--- config.mk ---
export PLATFORM = sky130hd
export DESIGN_NAME = sound_sequencer
export DESIGN_NICKNAME = d
export VERILOG_FILES = /design/src/rtl/sound_sequencer.sv
export SDC_FILE = /design/constraint.sdc
export NUM_CORES = 1
export LEC_CHECK = 0
export CORE_AREA = 2 2 89 91
export CTS_CLUSTER_SIZE = 25
export DETAILED_ROUTE_END_ITERATION = 7
export DIE_AREA = 0 0 91 93
export GPL_TIMING_DRIVEN = 0
export PLACE_DENSITY = 0.53
export SETUP_SLACK_MARGIN = 0.2
export SLEW_MARGIN = 20
export SYNTH_ARGS = -nofsm -noshare
export SYNTH_HDL_FRONTEND = slang
export SYNTH_SLANG_ARGS = --single-unit
--- constraint.sdc ---
create_clock -name clk -period 3.55 [get_ports clk]
set_clock_uncertainty 0.15 [all_clocks]
set_input_delay 0.71 -clock clk [delete_from_list [all_inputs] [get_ports clk]]
set_output_delay 0.71 -clock clk [all_outputs]
set_load 0.02 [all_outputs]
--- src/rtl/sound_sequencer.sv ---
// Game sound sequencer: arbitrates dot/fruit/ghost/death requests and plays a 4-note melody each.
// Define SOUND_PREEMPT_EN to let a death request abort any other melody in progress.
module sound_sequencer #(
  parameter int TICK_DIV   = 50000,
  parameter int NOTE_TICKS = 120,
  parameter int GAP_TICKS  = 30
) (
  input  logic       clk,
  input  logic       rst,
  input  logic [3:0] req,
  output logic [3:0] ack,
  output logic       busy,
  output logic       done,
  output logic [1:0] tone_num,
  output logic       tone_pressed,
  output logic       audio_en
);

  localparam int PW   = (TICK_DIV > 1) ? $clog2(TICK_DIV) : 1;
  localparam int TMAX = (NOTE_TICKS > GAP_TICKS) ? NOTE_TICKS : GAP_TICKS;
  localparam int TW   = (TMAX > 1) ? $clog2(TMAX) : 1;
  localparam logic [PW-1:0] PRESC_LAST = PW'(TICK_DIV - 1);
  localparam logic [TW-1:0] NOTE_LAST  = TW'(NOTE_TICKS - 1);
  localparam logic [TW-1:0] GAP_LAST   = TW'(GAP_TICKS - 1);

  typedef enum logic [1:0] {IDLE, PLAY, GAP} state_t;

  state_t        state_reg, state_next;
  logic [1:0]    sound_reg, sound_next;
  logic [1:0]    note_reg, note_next;
  logic [PW-1:0] presc_reg, presc_next;
  logic [TW-1:0] tick_reg, tick_next;
  logic [3:0]    pending_reg, pending_next;
  logic [3:0]    ack_reg, ack_next;
  logic          done_reg, done_next;
  logic          busy_reg, busy_next;
  logic [1:0]    tone_num_reg, tone_num_next;
  logic          tone_pressed_reg, tone_pressed_next;
  logic          audio_en_reg, audio_en_next;
  logic          tick;
  logic          abort;
  logic          sounding;
  logic [2:0]    mel;

  // Melody ROM entry: {rest, num}
  function automatic logic [2:0] melody(input logic [1:0] snd, input logic [1:0] idx);
    case ({snd, idx})
      4'h0: melody = 3'b000;  4'h1: melody = 3'b001;  4'h2: melody = 3'b000;  4'h3: melody = 3'b001;
      4'h4: melody = 3'b010;  4'h5: melody = 3'b001;  4'h6: melody = 3'b000;  4'h7: melody = 3'b100;
      4'h8: melody = 3'b000;  4'h9: melody = 3'b000;  4'hA: melody = 3'b010;  4'hB: melody = 3'b010;
      default: melody = 3'(3 - int'(idx));
    endcase
  endfunction

  always_ff @(posedge clk or posedge rst) begin
    if (rst) begin
      state_reg        <= IDLE;
      sound_reg        <= '0;
      note_reg         <= '0;
      presc_reg        <= '0;
      tick_reg         <= '0;
      pending_reg      <= '0;
      ack_reg          <= '0;
      done_reg         <= 1'b0;
      busy_reg         <= 1'b0;
      tone_num_reg     <= '0;
      tone_pressed_reg <= 1'b0;
      audio_en_reg     <= 1'b0;
    end else begin
      state_reg        <= state_next;
      sound_reg        <= sound_next;
      note_reg         <= note_next;
      presc_reg        <= presc_next;
      tick_reg         <= tick_next;
      pending_reg      <= pending_next;
      ack_reg          <= ack_next;
      done_reg         <= done_next;
      busy_reg         <= busy_next;
      tone_num_reg     <= tone_num_next;
      tone_pressed_reg <= tone_pressed_next;
      audio_en_reg     <= audio_en_next;
    end
  end

  always_comb begin
    state_next   = state_reg;
    sound_next   = sound_reg;
    note_next    = note_reg;
    presc_next   = presc_reg;
    tick_next    = tick_reg;
    ack_next     = '0;
    done_next    = 1'b0;
    pending_next = (pending_reg & ~ack_reg) | req;
    tick         = (presc_reg == PRESC_LAST);

`ifdef SOUND_PREEMPT_EN
    abort = (state_reg != IDLE) && (sound_reg != 2'd3) && pending_next[3];
`else
    abort = 1'b0;
`endif

    case (state_reg)
      IDLE: begin
        if (|pending_reg) begin
          state_next = PLAY;
          note_next  = '0;
          presc_next = '0;
          tick_next  = '0;
          if (pending_reg[3])      sound_next = 2'd3;
          else if (pending_reg[2]) sound_next = 2'd2;
          else if (pending_reg[1]) sound_next = 2'd1;
          else                     sound_next = 2'd0;
          ack_next = 4'b0001 << sound_next;
        end
      end
      PLAY: begin
        presc_next = tick ? '0 : presc_reg + 1'b1;
        if (tick) begin
          if (tick_reg == NOTE_LAST) begin
            state_next = GAP;
            tick_next  = '0;
          end else begin
            tick_next = tick_reg + 1'b1;
          end
        end
      end
      GAP: begin
        presc_next = tick ? '0 : presc_reg + 1'b1;
        if (tick) begin
          tick_next = tick_reg + 1'b1;
          if (tick_reg == GAP_LAST) begin
            tick_next = '0;
            if (note_reg == 2'd3) begin
              state_next = IDLE;
              done_next  = 1'b1;
            end else begin
              state_next = PLAY;
              note_next  = note_reg + 1'b1;
            end
          end
        end
      end
      default: state_next = IDLE;
    endcase

    // A preempted melody simply stops; the death request is picked up by IDLE arbitration.
    if (abort) begin
      state_next = IDLE;
      done_next  = 1'b0;
      presc_next = '0;
      tick_next  = '0;
    end

    // Outputs are computed from the next state so they line up with it after the register.
    mel               = melody(sound_next, note_next);
    sounding          = (state_next == PLAY) && !mel[2];
    tone_num_next     = sounding ? mel[1:0] : 2'd0;
    tone_pressed_next = sounding;
    audio_en_next     = sounding;
    busy_next         = (state_next != IDLE);
  end

  assign ack          = ack_reg;
  assign done         = done_reg;
  assign busy         = busy_reg;
  assign tone_num     = tone_num_reg;
  assign tone_pressed = tone_pressed_reg;
  assign audio_en     = audio_en_reg;

endmodule
# Word level (Yosys, flattened, before mapping)
# Cells that the tools add are included.
# totals
register_bits	42
in_bits	6
# op_classes
eq_ne	21
n_bitwise	3
reduce_logical	14
n_addsub	4
n_mux	36
shift	1
# op_table
op	count
$mux 7	5
$mux 16	2
$mux 2	16
$pmux 16 s2	1
$pmux 7 s3	1
$add 16x1->16 const B	1
$eq 16x16->1 const B	1
$eq 4x3->1 const B	4
$eq 4x4->1 const B	4
$pmux 3 s4	1
$eq 4x2->1 const B	2
$mux 4	2
$add 7x1->7 const B	1
$eq 7x5->1 const B	1
$eq 7x7->1 const B	1
$mux 1	6
$ne 2x2->1 const B	3
$pmux 2 s3	1
$reduce_or 3->1	2
$reduce_or 5->1	1
$and 4x4->4	1
$eq 2x1->1 const B	2
$eq 2x2->1 const B	2
$eq 4x1->1 const B	1
16 further kinds	17

# Depth between registers and ports, before layout
# logic_depth
depth_word	13
mapped_depth	9
depth_no_buf	8

# Least setup slack after synthesis
# Ideal clock, no wire load.
# synth_path
path_kind	flip-flop to flip-flop
start	register state_reg[0]
end	register presc_reg[14]
n_path_buf	1
stages_incl_launch_ff	9
arrival_time_ns	2.324
setup_slack_ns	0.998
setup_ns	0.078
path_cell_list	dfrtp_1 > inv_1 > ha_1 > clkbuf_1 > nor2b_1 > a2111oi_0 > nand2_1 > or3_1 > a21oi_1
# synth_via
elab_chain_cells	4
word_cells_on_any_way	8
classes_between	3 x eq/ne; 1 x mux; 4 x reduce/logical
# synth_rtl
element	line_no	text
start: declaration	28	state_t state_reg, state_next;
start signal: assignment	70	state_reg <= state_next;
$eq 2x2->1 or $eq 2x1->1 (tied branches)	102	case (state_reg)
$reduce_or 2->1 (no line)	-	
$reduce_bool 2->1 (no line)	-	
$reduce_and 2->1 (no line)	-	
end signal: assignment	73	presc_reg <= presc_next;
end: declaration	31	logic [PW-1:0] presc_reg, presc_next;
# Several ways; a longest one is shown, not always the timed one.
# A chain may end at the register's enable or synchronous reset.

# Final worst setup path
# layout_path
start	register state_reg[1]
end	register presc_reg[14]
# Same word-level chain as after synthesis.

==> summary.txt <==
Status
  – Status: finished, final reports clean

Critical path
  – Worst path depth: 8
  – Critical Path Max Stage Delay: 870 ps
  – Worst reg2reg path depth: 8
  – Critical path's top delay family: compound AO/OA/AOI/OAI gates
  – Crit end category: register
  – Worst EP arrival: 2920 ps
  – CP Cell Sequence: inv_1 -> ha_1 -> clkbuf_1 -> nor2b_1 -> a2111oi_1 -> nand2_1 -> or3_1 -> a21oi_1
  – WS Path Type: reg -> reg
  – Worst path required time: ~3600 ps
  – Worst path slowest cell: a2111oi_1
  – CP bufs+invs: 2
  – Startpoint Class: register
  – Max Fanout on Critical Path: 9

Routing
  – Wire per inst: 12.6 µm
  – Vias after detailed routing: 1798
  – TritonRoute pass-1 iters: 4
  – Drt total wl: 4540 µm
  – Via/cell ratio: 4.98
  – Starting DRT DRC Count: 87
  – # DRC: 0
  – Antenna Nets Post-Route: 0

Placed design
  – Port Buf Inserts: 15
  – Detailed placement HPWL: 3340 µm
  – Gpl congestion: roughly 0.76

Timing
  – Hold_ws: 296 ps
  – Tmin final: 2840 ps
  – Final hold violation count: 0
  – Tcrit/Tclk final: 0.801
  – Fin. max-slew vios: 0
  – Least-Margin Pin Slew: 986 ps
  – Final setup fails: 0
  – Max frequency: around 0.35 GHz
  – Worst slew margin: 0.341
  – Setup TNS: 0 ps
  – RSZ-0062 raised after global routing: false

Floorplan
  – Die H: 93 µm
  – Die X: approximately 90 µm
  – Top Ports: 16
  – Rows: 32
  – Initial core utilization: 0.293
  – Core ar.: 7530 µm²
  – Full die area: 8460 µm²

Layout
  – Area grow syn2layout: 17.7%
  – Max reg flops: 16
  – Layout cells sized above 1: 0.0772
  – Fill count: 791
  – Antenna Cells: 0
  – Nets: 271

Logic synthesis
  – EDFF count, synth: 0
  – Post-synthesis xor/xnor area fraction: 0.0278
  – Syn Area/Cell: 9.37 µm²
  – Simple-Gate Fraction of Synth Area: 0.226
  – Syn Inst Count: 235
  – Post-synthesis adder-cell area fraction: 0.0398
  – Largest family of logic cells by synthesized area: simple AND/OR/NAND/NOR gates
  – Synth Area in Compound Gates: 0.184
  – Syn_nets: about 250
  – Main synth FF type: dfrtp_1
  – Post-synthesis mux area share: 0.00511
  – Post-Synthesis Cell Area: 2200 µm²
  – Post-synth cell types: 50
  – Fraction of registers with async set/reset: 1.00
  – Syn. warnings: 0
  – Sequential share of the synthesized area: 0.477
  – Synth Register Bits: 42

Hold path
  – Worst hold path type: reg -> reg
  – Hold path depth: 1

Clock tree
  – # hold bufs at CTS: 0
  – Clock buffer depth: 2
  – CTS tree: yes
  – TritonCTS buffer count: 5
  – Cts repair resizes: 0
  – Worst-path clk slew: approximately 80 ps
  – Clock tree sinks: 42
  – H-tree depth: 2
  – Clk_lat worst skew: 290 ps
  – Post-CTS Setup Repair Bufs: 0
  – Clk root buf: clkbuf_8

Pwr
  – PD cells: about 320 nW/µm²
  – Worst VDD drop: 0.112 mV
  – Leakage: 1.09 nW

Global routing
  – Total track usage: 0.118
  – GRT Max-Usage Layer: met2
  – Initial antenna violation count: 0
  – Grt total ovfl: 0
  – GRT met2 Usage: 0.188
  – Vias in the first global route: about 1700
  – Met3 usage: 0.0266
  – Largest net degree at the start of global routing: 24
  – First-pass GRT wire length: between 8000 and 9000 µm
  – Met1 GRT Util: 0.155

Run
  – Maxcap violations: 0
==> layout make-up <==
class,instances,area (µm²),share of cell area
timing repair buffer,16,170,0.0656
multi-input combinational,171,1060,0.411
clock buffer,7,86.3,0.0333
sequential,42,1050,0.405
buffer,4,20.0,0.00772
tap,102,128,0.0492
clock inverter,1,5.00,0.00193
inverter,18,67.6,0.0261
==> power by group <==
group	leakage, nW	internal [mW]	switching [mW]
combinational	0.514	0.0128	0.0163
sequential	0.529	0.481	0.000868
clock	0.0482	0.157	0.162
total	1.09	0.651	0.180
==> synth_stat cells, types with 4 or more instances <==
| master | instances | area share |
|---|---|---|
| a21oi_1 | 7 | 0.016 |
| o21ai_0 | 24 | 0.055 |
| xor2_1 | 4 | 0.016 |
| dfrtp_1 | 42 | 0.48 |
| nand2_1 | 23 | 0.039 |
| ha_1 | 7 | 0.040 |
| nand2b_1 | 4 | 0.011 |
| nor2_1 | 20 | 0.034 |
| a21o_1 | 4 | 0.014 |
| o31ai_1 | 5 | 0.017 |
| nand4_1 | 5 | 0.014 |
| inv_1 | 18 | 0.031 |
| nand3_1 | 15 | 0.034 |
==> layout by cell type, fill, tap and decap left out, drive strengths merged, types with 5 or more instances in the layout <==
cell type	synthesis	layout
a21oi	8	8
and3	5	5
clkbuf	2	9
clkdlybuf4s50	0	15
dfrtp	42	42
ha	7	7
inv	18	18
nand2	23	23
nand3	15	15
nand4	5	5
nor2	20	20
o21ai	26	26
o31ai	5	5
==> per-layer routing <==
layer | wire length (µm) | share of wire
met5 | 0 | 0
met4 | 85 | 0.019
met3 | 152 | 0.034
met2 | 2130 | 0.47
met1 | 2160 | 0.48
==> logic make-up after synthesis <==
| kind of cell | count (synthesis) |
|---|---|
| AOI/OAI and AO/OA | 62 |
| xor gates and xnor gates | 7 |
| adders and majority gates | 7 |
| buffers and inverters | 22 |
| DFF | 42 |
| muxes | 1 |
| and+or+nand+nor | 94 |
==> worst reg2reg max path, delay by kind of cell, from the launching register on <==
family	cells	cell delay, ps
AOI/OAI and AO/OA	2	1010
and+or+nand+nor	3	770
DFF	1	410
buffers and inverters	2	270
adders and majority gates	1	170
==> path summary, 6_finish.rpt <==
check / endpoint / slack [ps] / from
setup / recovery: presc_reg[14] / 710 / state_reg[1]
max in group asynchronous: state_reg[0] / 2200 / rst
setup reg to reg: presc_reg[14] / 710 / state_reg[1]
hold reg to reg: pending_reg[0] / 300 / ack[0]
min in group asynchronous: pending_reg[1] / 580 / rst
hold / removal: pending_reg[0] / 300 / ack[0]
==> per-stage QoR <==
| step | setup WS, ps | power, mW | cell area (µm²) | utilization | std cells |
|---|---|---|---|---|---|
| after floorplan | 998 | 0.506 | 2200 | - | 235 |
| after global placement | 417 | 0.519 | 2480 | 0.329 | 352 |
| after detailed placement | 693 | 0.522 | 2500 | 0.332 | 353 |
| after CTS | 671 | 0.847 | 2590 | 0.344 | 361 |
| after global routing | 409 | 0.865 | 2590 | 0.344 | 361 |
| final | 707 | 0.830 | 2590 | 0.344 | 361 |
Note: power is estimated with default switching activity, not from simulation.
